## src/rtl/trap_return_unit.sv

```systemverilog
// trap_return_unit
//   Machine-mode trap entry (ECALL) and trap return (MRET) sequencer with the
//   small CSR file that backs it (mstatus, mtvec, mepc, mcause).
//   A qualified event in IDLE is latched, the CSR side effects are applied in
//   SAVE, and a one-cycle PC redirect/flush is issued from REDIRECT. The
//   pipeline is stalled for the whole SAVE/REDIRECT window.
//
// Optional feature (macro TRAP_EXT_INTERRUPT_EN):
//   Adds input ext_irq and the mie CSR (0x304, MEIE at bit 11). A pending,
//   enabled external interrupt in IDLE traps like ECALL with the interrupt
//   cause code. ECALL/MRET take priority over it.
//
// Ports
//   clk, reset            clock (rising edge), asynchronous active-high reset
//   instr_valid           decode-stage instruction valid
//   ecall_type, mret_type decoded ECALL / MRET, qualified by instr_valid
//   pc                    PC of the decoded instruction
//   csr_we/addr/wdata     CSR-instruction write port
//   csr_rdata             combinational read of csr_addr (0 when unmapped)
//   stall                 holds the upstream pipeline
//   redirect_valid/pc     one-cycle PC redirect
//   flush                 kills younger instructions (same as redirect_valid)
//   ext_irq               external interrupt request (macro builds only)

module trap_return_unit #(
   parameter int unsigned     XLEN        = 32,
   parameter logic [XLEN-1:0] RESET_MTVEC = '0
) (
   input  logic            clk,
   input  logic            reset,
   input  logic            instr_valid,
   input  logic            ecall_type,
   input  logic            mret_type,
   input  logic [XLEN-1:0] pc,
   input  logic            csr_we,
   input  logic [11:0]     csr_addr,
   input  logic [XLEN-1:0] csr_wdata,
`ifdef TRAP_EXT_INTERRUPT_EN
   input  logic            ext_irq,
`endif
   output logic [XLEN-1:0] csr_rdata,
   output logic            stall,
   output logic            redirect_valid,
   output logic [XLEN-1:0] redirect_pc,
   output logic            flush
);

   localparam logic [11:0] ADDR_MSTATUS = 12'h300;
   localparam logic [11:0] ADDR_MTVEC   = 12'h305;
   localparam logic [11:0] ADDR_MEPC    = 12'h341;
   localparam logic [11:0] ADDR_MCAUSE  = 12'h342;
`ifdef TRAP_EXT_INTERRUPT_EN
   localparam logic [11:0] ADDR_MIE     = 12'h304;
`endif

   localparam logic [XLEN-1:0] CAUSE_ECALL = XLEN'(11);
   localparam logic [XLEN-1:0] CAUSE_IRQ   = {1'b1, (XLEN-1)'(11)};
   localparam logic [XLEN-1:0] ALIGN_MASK  = ~XLEN'(3);

   typedef enum logic [1:0] {
      ST_IDLE     = 2'd0,
      ST_SAVE     = 2'd1,
      ST_REDIRECT = 2'd2
   } state_t;

   typedef enum logic [1:0] {
      EV_ECALL = 2'd0,
      EV_MRET  = 2'd1,
      EV_IRQ   = 2'd2
   } ev_kind_t;

   state_t          state_q, state_d;
   ev_kind_t        ev_kind_q, ev_kind_d;
   logic [XLEN-1:0] ev_pc_q, ev_pc_d;
   logic [XLEN-1:0] mtvec_q, mtvec_d;
   logic [XLEN-1:0] mepc_q, mepc_d;
   logic [XLEN-1:0] mcause_q, mcause_d;
   logic            mie_q, mie_d;       // mstatus.MIE
   logic            mpie_q, mpie_d;     // mstatus.MPIE
`ifdef TRAP_EXT_INTERRUPT_EN
   logic            meie_q, meie_d;     // mie.MEIE
`endif
   logic            stall_d;
   logic            redirect_valid_d;
   logic [XLEN-1:0] redirect_pc_d;
   logic            event_c;

   assign event_c = instr_valid & (ecall_type | mret_type);

   // Next-state, CSR update and output computation
   always_comb begin
      state_d          = state_q;
      ev_kind_d        = ev_kind_q;
      ev_pc_d          = ev_pc_q;
      mtvec_d          = mtvec_q;
      mepc_d           = mepc_q;
      mcause_d         = mcause_q;
      mie_d            = mie_q;
      mpie_d           = mpie_q;
`ifdef TRAP_EXT_INTERRUPT_EN
      meie_d           = meie_q;
`endif
      stall_d          = 1'b0;
      redirect_valid_d = 1'b0;
      redirect_pc_d    = '0;

      // Software CSR writes; any SAVE update below overrides them
      if (csr_we) begin
         case (csr_addr)
            ADDR_MSTATUS: begin
               mie_d  = csr_wdata[3];
               mpie_d = csr_wdata[7];
            end
            ADDR_MTVEC:  mtvec_d  = csr_wdata & ALIGN_MASK;
            ADDR_MEPC:   mepc_d   = csr_wdata & ALIGN_MASK;
            ADDR_MCAUSE: mcause_d = csr_wdata;
`ifdef TRAP_EXT_INTERRUPT_EN
            ADDR_MIE:    meie_d   = csr_wdata[11];
`endif
            default: ;
         endcase
      end

      case (state_q)
         ST_IDLE: begin
            if (event_c) begin
               // ECALL wins when both decode flags are set
               ev_kind_d = ecall_type ? EV_ECALL : EV_MRET;
               ev_pc_d   = pc;
               state_d   = ST_SAVE;
            end
`ifdef TRAP_EXT_INTERRUPT_EN
            else if (ext_irq && mie_q && meie_q) begin
               ev_kind_d = EV_IRQ;
               ev_pc_d   = pc;
               state_d   = ST_SAVE;
            end
`endif
         end
         ST_SAVE: begin
            state_d = ST_REDIRECT;
            if (ev_kind_q == EV_MRET) begin
               mie_d  = mpie_q;
               mpie_d = 1'b1;
            end else begin
               mepc_d   = ev_pc_q & ALIGN_MASK;
               mcause_d = (ev_kind_q == EV_IRQ) ? CAUSE_IRQ : CAUSE_ECALL;
               mpie_d   = mie_q;
               mie_d    = 1'b0;
            end
         end
         ST_REDIRECT: state_d = ST_IDLE;
         default:     state_d = ST_IDLE;
      endcase

      // Outputs are registered, so derive them from the upcoming state
      stall_d          = (state_d != ST_IDLE);
      redirect_valid_d = (state_d == ST_REDIRECT);
      if (state_d == ST_REDIRECT)
         redirect_pc_d = (ev_kind_q == EV_MRET) ? mepc_d : mtvec_d;
   end

   // State, CSR and output registers
   always_ff @(posedge clk or posedge reset) begin
      if (reset) begin
         state_q        <= ST_IDLE;
         ev_kind_q      <= EV_ECALL;
         ev_pc_q        <= '0;
         mtvec_q        <= RESET_MTVEC;
         mepc_q         <= '0;
         mcause_q       <= '0;
         mie_q          <= 1'b0;
         mpie_q         <= 1'b0;
`ifdef TRAP_EXT_INTERRUPT_EN
         meie_q         <= 1'b0;
`endif
         stall          <= 1'b0;
         redirect_valid <= 1'b0;
         redirect_pc    <= '0;
      end else begin
         state_q        <= state_d;
         ev_kind_q      <= ev_kind_d;
         ev_pc_q        <= ev_pc_d;
         mtvec_q        <= mtvec_d;
         mepc_q         <= mepc_d;
         mcause_q       <= mcause_d;
         mie_q          <= mie_d;
         mpie_q         <= mpie_d;
`ifdef TRAP_EXT_INTERRUPT_EN
         meie_q         <= meie_d;
`endif
         stall          <= stall_d;
         redirect_valid <= redirect_valid_d;
         redirect_pc    <= redirect_pc_d;
      end
   end

   assign flush = redirect_valid;

   // Combinational CSR read of the pre-edge register values
   always_comb begin
      csr_rdata = '0;
      case (csr_addr)
         ADDR_MSTATUS: begin
            csr_rdata[3]     = mie_q;
            csr_rdata[7]     = mpie_q;
            csr_rdata[12:11] = 2'b11;
         end
         ADDR_MTVEC:  csr_rdata = mtvec_q;
         ADDR_MEPC:   csr_rdata = mepc_q;
         ADDR_MCAUSE: csr_rdata = mcause_q;
`ifdef TRAP_EXT_INTERRUPT_EN
         ADDR_MIE:    csr_rdata[11] = meie_q;
`endif
         default: ;
      endcase
   end

endmodule

```

## config.mk

```make
export PLATFORM = sky130hd
export DESIGN_NAME = trap_return_unit
export DESIGN_NICKNAME = d
export VERILOG_FILES = /design/src/rtl/trap_return_unit.sv
export SDC_FILE = /design/constraint.sdc
export NUM_CORES = 1
export LEC_CHECK = 0
export CORE_UTILIZATION = 56
export DETAILED_ROUTE_END_ITERATION = 12
export PLACE_DENSITY_LB_ADDON = 0.08
export SLEW_MARGIN = 25
export SYNTH_ARGS = -nofsm -noshare
export SYNTH_HDL_FRONTEND = slang
export SYNTH_SLANG_ARGS = --single-unit
```

## constraint.sdc

```tcl
create_clock -name clk -period 15.5 [get_ports clk]
set_input_delay 3.1 -clock clk [delete_from_list [all_inputs] [get_ports clk]]
set_output_delay 3.1 -clock clk [all_outputs]
set_load 0.005 [all_outputs]
```

# Word-level counts from Yosys, hierarchy flattened
# Index checks and enable logic that the tools add are counted.
[word_totals]
wordCells = 58
rom_bits = 0
memories = 0
ramBits = 0
regBits = 168
latch_bits = 0
[op_classes]
reduce_logical = 6
muxes = 31
magnitude_cmp = 0
shift = 0
n_eq_ne = 8
add_sub_neg = 0
div_mod_pow = 0
n_bitwise = 2
mul = 0
[ops]
columns = ["cell", "n"]
rows = [
  ["$mux 32", 13],
  ["$pmux 19 s3", 1],
  ["$eq 12x10->1 const B", 4],
  ["$pmux 3 s3", 3],
  ["$mux 1", 9],
  ["$pmux 1 s4", 2],
  ["$pmux 2 s4", 1],
  ["$reduce_bool 2->1", 3],
  ["$eq 2x1->1 const B", 2],
  ["$eq 2x2->1 const B", 2],
  ["$pmux 2 s2", 1],
  ["$reduce_and 2->1", 2],
  ["$logic_not 2->1", 1],
  ["$mux 2", 1],
  ["$and 1x1->1", 1],
  ["$or 1x1->1", 1],
]

# Logic depth before layout (Yosys ltp)
[logic_depth]
depth_word = 7
ltp_mapped = 7
mapped_depth_nobuf = 5

# Least setup slack after synthesis
# Ideal clock, no wire load.
[synth_path]
kind = "input -> output"
start = "in csr_addr[11]"
end = "out csr_rdata[11]"
slack_ns = 8.201
stages = 6
t_required_ns = 12.400
arrival_time_ns = 4.199
path_cell_list = "nor4_4 and3_1 clkbuf_1 buf_2 a22oi_1 o21ai_0"
[synth_between]
elab_chain_len = 2
elab_cells_between_ends = 5
cone_classes = "eq/ne (4); mux (1)"
[synth_lines]
columns = ["item", "line", "rtl"]
rows = [
  ["start, declared", "36", "input logic [11:0] csr_addr,"],
  ["$eq 12x10->1", "203", "case (csr_addr)"],
  ["$pmux 2 s4 (*)", "203", ""],
  ["end, declared", "41", "output logic [XLEN-1:0] csr_rdata,"],
]
# Every way passes the cells marked *; elsewhere a longest branch is shown, timed or not.

# Final worst setup path
[layout_path]
start = "in csr_addr[5]"
end = "out csr_rdata[12]"
# Same word-level chain as after synthesis.

==> results.md <==
* Relative max-transition margin at 25.9%
* Number of setup buffers added after CTS at 0
* Vias at 5956
* Gpl congestion at roughly 0.8
* Resized cells post-CTS at 0
* Vias in the first global route at about 6200
* Startpoint types: primary input
* Setup total negative slack at 0 ps
* PD cells at approximately 120 nW/um2
* DIE AREA at 13800 um2
* Clk_lat worst skew at 430 ps
* XOR/XNOR Fraction of Synth Area at 0%
* Max_cap viols at 0
* Critical Path Sink Type: output port
* Crit path DAT at just over 6000 ps
* Total CTS buffers at 17
* CTS clk-pin slew, worst paths at 60 ps
* #FFs+latches synth at 164
* Crit path top cell by count: clkdlybuf4s50_1
* RSZ-0062 raised after global routing: no
* Post-Syn Area per Cell at 11.6 um2
* Hold Crit Class: flop to flop
* CP top delay family: simple AND/OR/NAND/NOR gates
* Hold Vio Cnt, Final at 0
* Ys Warns at 0
* # setup viols final at 0
* CP Data Required Time at 12400 ps
* Share of layout cells above drive strength 1 at 15.1%
* Initial Util at a little under 60%
* Vias per cell at approximately 6.3
* Largest family of logic cells by synthesized area: multiplexers
* Core footprint at 12800 um2
* Dominant cell type by area after synthesis: dfrtp_1
* P&R area growth vs syn at 29.9%
* 1st-iter DRT viols at 708
* Unique masters post-synth at 31
* Setup Crit Path Kind: primary input to output port
* Initial antenna violation count at 0
* CP max-delay cell: and3_1
* Mapped cell area at around 7500 um2
* IO Count at 149
* Sequential share of the synthesized area at between 50 and 60%
* Status: completed
* Synth area leaders: dfrtp_1 (55%), mux2i_1 (8.3%), mux2_4 (5.6%)
* Cells after DPL at 919
* Complex-gate fraction of the synthesized area at 13.1%
* H-tree levels at 4
* Clk_skew at 6.06 ps
* Post-layout nets at 848
* Simple-gate share of the synthesized area at under 10%
* Min cycle time layout at 9290 ps
* Final slew viol count at 0
* TritonCTS clock tree: done
* Ant. Diodes at 0
* Max clock buf depth at 2
* Remaining routing DRC violations at 0
* Wire per inst at 21.5 um
* Synthesized-area fraction occupied by adder cells at 0%
* Dpl hpwl at 12100 um
* Total global routing overflow at 0
* Storage cell area at 4100 um2
* IO buf count at 146
* Row cnt at 41
* Post-synth top area share at 55.0%
* First-pass GRT wire length at 32800 um
* Largest net degree at the start of global routing at between 100 and 150
* Multi-input combinational cell area at between 3000 and 4000 um2
* TritonRoute pass-1 iters at 7
* Post-synthesis mux area share at 19.1%
* CTS Sinks at between 150 and 200
* Post-Route WL at 20400 um
* Syn Nets at 723
* Tightest Pin Transition at 1110 ps
* CP bufs+invs at 3
* Period utilization at between 50% and 60%
* Maximum vdd drop at 0.0000826 V
* Max incr delay on CP at around 780 ps
* Crit Path Max Fanout at 18
* Routed Antenna Nets at 0
* Global Route Usage Sum at 30.6%
* F_max at 108 MHz
* DIE HEIGHT at approximately 120 um
* CTS Root Cell: clkbuf_16
* Crit-path cells: clkdlybuf4s50_1, nor4bb_4, and3_1, buf_4, a22oi_1, o21ai_0, clkdlybuf4s50_1
* Mapped Cells at 641
* Post-CTS Hold Fix Bufs at 0
* Die width at 117 um
* Static leakage at about 4.8 nW
* Fillers at 844
* Non-filler cells, final at 951
[tightest hold or removal path: stages, from the launching register on]
cell	delay, ps
dfrtp_1	330
nand2_1	50
o21ai_0	60
[cell usage after synthesis]
library cell  instances
dfrtp_1             164
buf_6                 3
nand4_1               2
and2_1                3
and4bb_2              2
nor2_1               36
or3b_2                1
clkbuf_1             24
nand2_1              67
a21oi_1              34
mux2_4               28
o21ai_0              36
nor4_4                1
a41oi_1               2
mux2_2               34
a222oi_1             28
nand3b_1              1
nor4bb_1              2
buf_2                25
nand2_2               1
nand2b_1              2
mux2i_1              62
and3_1                6
a31oi_1               1
a32oi_1              30
nor3_1                1
or3_1                 1
buf_4                 1
inv_1                33
nand3_1               2
a22oi_1               8
[kinds of logic after synthesis]
logic type | after synthesis
simple gates | 128
buf+inv | 86
flops | 164
compound gates | 139
mux | 124
[cell usage in the layout (no fill, tap or decap), types with 28 or more instances in the layout]
| cell type | netlist | routed |
|---|---|---|
| mux2_2 | 34 | 34 |
| mux2i_1 | 62 | 62 |
| a21oi_1 | 34 | 33 |
| inv_1 | 33 | 32 |
| o21ai_0 | 36 | 36 |
| nand2_1 | 67 | 67 |
| dfrtp_1 | 164 | 164 |
| clkdlybuf4s50_1 | 0 | 146 |
| nor2_1 | 36 | 35 |
| a32oi_1 | 30 | 30 |
| mux2_4 | 28 | 28 |
| a222oi_1 | 28 | 28 |
[final cells by class]
cell class / instances / share of cell area, %
Clock buffer: 23 / 5.03
Tap cell: 172 / 2.22
Sequential cell: 164 / 42.3
Multi-Input combinational cell: 391 / 31.6
Clock inverter: 9 / 1.29
Timing Repair Buffer: 159 / 16.2
Inverter: 33 / 1.33
[per-stage QoR]
| stage | hold WS (ps) | power (mW) | utilization (%) | instance area, um2 | setup WS [ps] |
|---|---|---|---|---|---|
| floorplan | 444 | 0.643 | - | 7460 | 7970 |
| global placement | 454 | 0.711 | 70.5 | 9040 | 5930 |
| detailed placement | 463 | 0.729 | 70.7 | 9070 | 5950 |
| CTS | 477 | 1.17 | 75.5 | 9690 | 5920 |
| global route | 508 | 1.21 | 75.6 | 9690 | 6110 |
| finish | 478 | 1.16 | 75.6 | 9690 | 6210 |
[worst paths after layout]
check                             from             to  slack (ps)  cells after the start
max                        csr_addr[5]  csr_rdata[12]        6210                      7
min                        ev_pc_q[15]     mepc_q[15]         480                      2
max reg2reg                      flush     mepc_q[21]       12430                      4
min reg2reg                ev_pc_q[15]     mepc_q[15]         480                      2
max in group asynchronous        reset    ev_pc_q[11]       10960                      3
min in group asynchronous        reset    ev_pc_q[31]        3240                      2
[per-layer routing]
| metal | track usage [%] | part of all wire, % | routed length, um | vias up |
|---|---|---|---|---|
| li1 | - | - | - | 2563 |
| met1 | 39.2 | 40 | 8210 | 2965 |
| met2 | 49.2 | 49 | 9960 | 376 |
| met3 | 7.34 | 8.5 | 1740 | 52 |
| met4 | 14.0 | 2.5 | 517 | 0 |
| met5 | 0 | 0 | 0 | - |
[flip-flops by register name, indices dropped and copies added (netlist names)]
register,flops
ev_kind_q,1
ev_pc_q,30
flush,1
mcause_q,32
mepc_q,32
mie_q,1
mpie_q,1
mtvec_q,32
redirect_pc,32
stall,1
state_q,1
[report_power, final]
group          internal, mW  switching [mW]
Combinational        0.0878          0.0917
Sequential            0.496          0.0513
Clock                 0.269           0.168
No activity file was read; power rests on OpenSTA's default activity.
